## src/rtl/pwm_pkg.sv

```systemverilog
// Shared types and helpers for the PWM input-capture receiver.
package pwm_pkg;

  typedef enum logic [1:0] {IDLE, ARM, HIGH, LOW} cap_state_t;

  // Largest count a bits-wide counter can hold before it would wrap.
  function automatic int unsigned cnt_max(input int unsigned bits);
    return (32'd1 << bits) - 32'd1;
  endfunction

endpackage

```

## src/rtl/pwm_in_cond.sv

```systemverilog
// Input conditioner: 2-flop synchroniser, optional glitch filter (PWM_GLITCH_FILTER_EN), edge detect.
// Edge latency from pwm_in is identical for rising and falling edges.
module pwm_in_cond
  import pwm_pkg::*;
#(
  parameter int FILT_LEN = 3
) (
  input  logic clk,
  input  logic rst,
  input  logic pwm_in,
  output logic level,
  output logic rise,
  output logic fall
);

  logic sync1;
  logic sync2;
  logic pwm_s;
  logic pwm_d;

  always_ff @(posedge clk or posedge rst) begin
    if (rst) begin
      sync1 <= 1'b0;
      sync2 <= 1'b0;
    end else begin
      sync1 <= pwm_in;
      sync2 <= sync1;
    end
  end

`ifdef PWM_GLITCH_FILTER_EN
  localparam int CW = $clog2(FILT_LEN + 1);

  logic [CW-1:0] filt_cnt;

  // Output follows the synchronised input only once it has disagreed for FILT_LEN samples in a row.
  always_ff @(posedge clk or posedge rst) begin
    if (rst) begin
      pwm_s    <= 1'b0;
      filt_cnt <= '0;
    end else if (sync2 == pwm_s) begin
      filt_cnt <= '0;
    end else if (filt_cnt == CW'(FILT_LEN - 1)) begin
      pwm_s    <= sync2;
      filt_cnt <= '0;
    end else begin
      filt_cnt <= filt_cnt + 1'b1;
    end
  end
`else
  assign pwm_s = sync2;
`endif

  always_ff @(posedge clk or posedge rst) begin
    if (rst) begin
      pwm_d <= 1'b0;
    end else begin
      pwm_d <= pwm_s;
    end
  end

  assign rise  = pwm_s & ~pwm_d;
  assign fall  = ~pwm_s & pwm_d;
  assign level = pwm_s;

  if (FILT_LEN < 1) begin : g_bad_filt_len
    $error("pwm_in_cond: FILT_LEN must be at least 1");
  end

endmodule

```

## src/rtl/pwm_capture.sv

```systemverilog
// PWM input capture: measures period (rise-to-rise) and high time of pwm_in in clk cycles.
// Optional input glitch filter enabled by defining PWM_GLITCH_FILTER_EN.
module pwm_capture
  import pwm_pkg::*;
#(
  parameter int BITS     = 15,
  parameter int FILT_LEN = 3
) (
  input  logic            clk,
  input  logic            rst,
  input  logic            enable,
  input  logic            pwm_in,
  output logic [BITS-1:0] period,
  output logic [BITS-1:0] high_time,
  output logic            valid,
  output logic            timeout,
  output logic            level
);

  localparam logic [BITS-1:0] CNT_MAX = BITS'(cnt_max(BITS));
  localparam logic [BITS-1:0] CNT_ONE = BITS'(1);

  cap_state_t      state;
  logic [BITS-1:0] per_cnt;
  logic [BITS-1:0] hi_cnt;
  logic [BITS-1:0] hi_lat;
  logic            rise;
  logic            fall;
  logic            at_max;

  pwm_in_cond #(
    .FILT_LEN (FILT_LEN)
  ) u_cond (
    .clk    (clk),
    .rst    (rst),
    .pwm_in (pwm_in),
    .level  (level),
    .rise   (rise),
    .fall   (fall)
  );

  assign at_max = (per_cnt == CNT_MAX);

  // A rise always wins over saturation, so a maximal-length period is still reported.
  always_ff @(posedge clk or posedge rst) begin
    if (rst) begin
      state     <= IDLE;
      per_cnt   <= '0;
      hi_cnt    <= '0;
      hi_lat    <= '0;
      period    <= '0;
      high_time <= '0;
      valid     <= 1'b0;
      timeout   <= 1'b0;
    end else begin
      valid   <= 1'b0;
      timeout <= 1'b0;
      if (!enable) begin
        state   <= IDLE;
        per_cnt <= '0;
        hi_cnt  <= '0;
      end else begin
        case (state)
          IDLE: begin
            per_cnt <= '0;
            hi_cnt  <= '0;
            state   <= ARM;
          end
          ARM: begin
            if (rise) begin
              per_cnt <= CNT_ONE;
              hi_cnt  <= CNT_ONE;
              state   <= HIGH;
            end else if (at_max) begin
              timeout <= 1'b1;
              per_cnt <= '0;
              hi_cnt  <= '0;
            end else begin
              per_cnt <= per_cnt + 1'b1;
            end
          end
          HIGH: begin
            if (at_max) begin
              timeout <= 1'b1;
              per_cnt <= '0;
              hi_cnt  <= '0;
              state   <= ARM;
            end else if (fall) begin
              hi_lat  <= hi_cnt;
              per_cnt <= per_cnt + 1'b1;
              state   <= LOW;
            end else begin
              per_cnt <= per_cnt + 1'b1;
              hi_cnt  <= hi_cnt + 1'b1;
            end
          end
          LOW: begin
            if (rise) begin
              period    <= per_cnt;
              high_time <= hi_lat;
              valid     <= 1'b1;
              per_cnt   <= CNT_ONE;
              hi_cnt    <= CNT_ONE;
              state     <= HIGH;
            end else if (at_max) begin
              timeout <= 1'b1;
              per_cnt <= '0;
              hi_cnt  <= '0;
              state   <= ARM;
            end else begin
              per_cnt <= per_cnt + 1'b1;
            end
          end
          default: state <= IDLE;
        endcase
      end
    end
  end

endmodule

```

## config.mk

```make
export PLATFORM = sky130hd
export DESIGN_NAME = pwm_capture
export DESIGN_NICKNAME = d
export VERILOG_FILES = /design/src/rtl/pwm_pkg.sv /design/src/rtl/pwm_in_cond.sv /design/src/rtl/pwm_capture.sv
export SDC_FILE = /design/constraint.sdc
export NUM_CORES = 1
export LEC_CHECK = 0
export CORE_MARGIN = 5
export CORE_UTILIZATION = 55
export CTS_CLUSTER_SIZE = 12
export DETAILED_ROUTE_END_ITERATION = 7
export PLACE_DENSITY = 0.76
export SETUP_SLACK_MARGIN = 0.05
export SYNTH_ARGS = -nofsm -noshare
export SYNTH_HDL_FRONTEND = slang
export SYNTH_SLANG_ARGS = --single-unit
```

## constraint.sdc

```tcl
create_clock -name clk -period 8 [get_ports clk]
set_clock_uncertainty 0.2 [all_clocks]
set_input_delay 1.2 -clock clk [delete_from_list [all_inputs] [get_ports clk]]
set_output_delay 1.2 -clock clk [all_outputs]
set_load 0.02 [all_outputs]
```

==> results.py <==
metrics = {
    "global_routing": {
        "antenna_found_initial": 0,
        "vias_in_the_first_global_route": 2304,
        "globalRouteTotalUtil": 0.1816,
        "grt_pass1_wl_mm": 11.03,
        "grt_max_degree": 83,
        "grt_overflow": 0,
    },
    "route": {
        "drt_iter0_drc": 98,
        "dr_total_vias": 2219,
        "antenna_left": 0,
        "route.detailed.wl_per_inst_um": 15.62,
        "drt-total-wl_mm": 6.171,
        "post-route-drc-count": 0,
        "via_per_inst": 5.618,
        "dr.pass1.iters": 4,
    },
    "sta": {
        "setup_violations": 0,
        "finalSetupTns_ns": 0,
        "fmax_mhz": 273.1,
        "fin_crit_ns": 3.661,
        "worst_hold_check_slack_ns": 0.1500,
        "timing.final.crit_share": 0.4576,
        "slew_headroom": 0.3439,
        "grt_setup_unrepaired": "no",
        "worst-slew-pin-transition_ns": 0.9842,
        "maxSlewViolCount": 0,
        "timing.final.hold_violations": 0,
    },
    "power": {
        "clockPowerShare": 0.438,
        "internal-power_uw": 631.3,
        "power.density_mw_per_mm2": 192.1,
        "net-switching-power_uw": 160.6,
        "power_uw": 791.9,
        "vdd_drop_max_mv": 0.1435,
        "power_frac_comb": 0.032,
        "power.switching_fraction": 0.2028,
        "pwr-share-seq": 0.530,
        "p_leak_nw": 1.873,
    },
    "critical_path": {
        "category_of_cells_accounting_for_the_largest_share_of_critical_path_delay": "simple AND/OR/NAND/NOR gates",
        "required_ns": 8.09,
        "crit_buf_inv": 1,
        "worst_setup_path_end_kind": "register",
        "path_cells": "clkdlybuf4s50_1 > o21ai_0 > nand2b_1 > nand2b_1 > or4_1 > nand2_1",
        "crit_slowest_cell": "clkdlybuf4s50_1",
        "cp_common_cell": "nand2b_1",
        "cp_max_fo": 24,
        "critPathMaxStageDelay_ns": 0.71,
        "worst-setup-path-type": "input port to register",
        "timing.critical_path.arrival_ns": 3.75,
        "critical_path.startpoint_type": "input port",
    },
    "logic_synthesis": {
        "synth_area_leaders": "dfrtp_1 (59%), mux2_2 (15%), xnor2_1 (2.8%), nor2_1 (2.3%), nand3_1 (2.2%)",
        "asyncSetResetFlopFracSynth": 1.000,
        "yosys_warnings": 0,
        "syn_nets": 282,
        "syn_avg_cell_area_um2": 12.56,
        "post_synth_top_area_share": 0.5918,
        "synth.yosys.seq_area_share": 0.5918,
        "synth_edf_count": 0,
        "most_common_cell_in_the_netlist": "dfrtp_1",
        "synth_ff_type": "dfrtp_1",
        "synth.distinct_cells": 37,
        "mappedNetlistArea_mm2": 0.003467,
        "synth_top_area_cell": "dfrtp_1",
        "synthesis.instances": 276,
        "synth_seq_cells": 82,
        "synth.top_cells.by_count": "dfrtp_1 (82), mux2_2 (45), nor2_1 (21)",
    },
    "cts": {
        "clock_sinks": 82,
        "ctsResizeCount": 0,
        "maximum_clock_insertion_buffer_count": 2,
        "worstSkewPairLatency_ns": 0.35,
        "cts_inserted_buffers": 9,
        "cts_tree": "yes",
        "buffer_type_at_the_clock_tree_root": "clkbuf_8",
        "clk_pin_slew_worst_paths_ns": 0.07,
        "postCtsHoldBufs": 0,
        "post-cts-setup-buffers": 0,
        "cts-htree-levels": 3,
    },
    "die": {
        "io_pins": 37,
        "die_outline_width_um": 89.40,
        "total_core_area_mm2": 0.006241,
        "die_h_um": 89.40,
        "row_count": 29,
        "initial_utilization": 0.5555,
        "fp.dieArea_mm2": 0.007991,
    },
    "layout": {
        "layout.nets": 319,
        "final_design_instance_area_without_fill_mm2": 0.004123,
        "drive_above_1_share": 0.2138,
        "final-instance-count-excl-fill": 395,
        "n_antenna_cell": 0,
        "area_growth_pct": 18.91,
    },
    "job": {
        "maxCapViolations": 0,
    },
    "placed_design": {
        "dp.cells": 379,
        "place_congestion": 0.7826,
        "place_hpwl_mm": 4.103,
        "place.port_buffers": 36,
        "placedInstanceArea_mm2": 0.003889,
    },
    "worst_hold_path": {
        "hp-class": "register to register",
    },
    "run_status": {
        "outcome": "complete, no violations",
    },
}
## routing by layer
metal  up-vias  share of wire  GRT usage
met1      1109           0.45     0.2450
met3         8          0.045    0.03134
met5         -              0          0
met2        55           0.50     0.2806
met4         0          0.011    0.09878
li1       1047              -          -
## kinds of logic after synthesis
kind of cell,Yosys count,synth area share
fa+ha+maj,2,0.007216
flops,82,0.5918
xor+xnor,18,0.04547
simple gates,87,0.1425
buf+inv,14,0.01768
compound gates,28,0.04908
mux,45,0.1462
## flip-flops by register name, indices dropped and copies added (netlist names)
register,flops
per_cnt,15
hi_cnt,15
valid,1
timeout,1
period,15
state,2
high_time,15
hi_lat,15
u_cond.sync1,1
u_cond.level,1
u_cond.pwm_d,1
## cell type report
class | count | area (um^2)
clock buffer | 11 | 131.4
clock inverter | 5 | 102.6
fill | 486 | 2118
inverter | 2 | 8.758
multi-input combinational | 180 | 1356
sequential | 82 | 2052
tap | 77 | 96.34
timing repair buffer | 38 | 375.4
## cells in the final DEF (no fill, tap or decap), drive strengths merged, types with 4 or more instances in the layout
| master | n |
|---|---|
| nor2 | 21 |
| mux2 | 45 |
| a31oi | 5 |
| or4 | 4 |
| nand3 | 15 |
| nor2b | 4 |
| nand2 | 10 |
| o21ai | 5 |
| clkbuf | 11 |
| or3 | 4 |
| and4 | 5 |
| xor2 | 7 |
| dfrtp | 82 |
| and3 | 9 |
| nand2b | 4 |
| clkdlybuf4s50 | 36 |
| xnor2 | 11 |
| nand4 | 4 |
| a21oi | 9 |
## power by group through the flow
| stage | Sequential (mW) | Combinational, mW | Clock (mW) |
|---|---|---|---|
| after CTS | 0.420 | 0.0260 | 0.358 |
| after global placement | 0.428 | 0.0257 | 0 |
| final | 0.420 | 0.0253 | 0.347 |
| after detailed placement | 0.428 | 0.0259 | 0 |
| after global routing | 0.420 | 0.0289 | 0.377 |
| after floorplan | 0.428 | 0.0178 | 0 |
## worst paths after layout
| kind | start | endpoint | slack [ns] | cells after the start |
|---|---|---|---|---|
| hold / removal | u_cond.sync1 | u_cond.level | 0.15 | 0 |
| setup reg to reg | per_cnt[0] | hi_cnt[10] | 5.37 | 6 |
| hold reg to reg | u_cond.sync1 | u_cond.level | 0.15 | 0 |
| min in group asynchronous | rst | period[8] | 1.25 | 3 |
| setup / recovery | enable | hi_cnt[10] | 4.34 | 6 |
| max in group asynchronous | rst | hi_cnt[2] | 5.69 | 3 |
## metrics by stage
| stage | worst slack [ns] | utilization |
|---|---|---|
| after detailed placement | 4.010 | 0.6231 |
| final | 4.339 | 0.6606 |
| after CTS | 4.377 | 0.6606 |
| after global routing | 4.145 | 0.6606 |
| after floorplan | 4.492 | - |
| after global placement | 4.074 | 0.6231 |
Note: power is estimated with default switching activity, not from simulation.
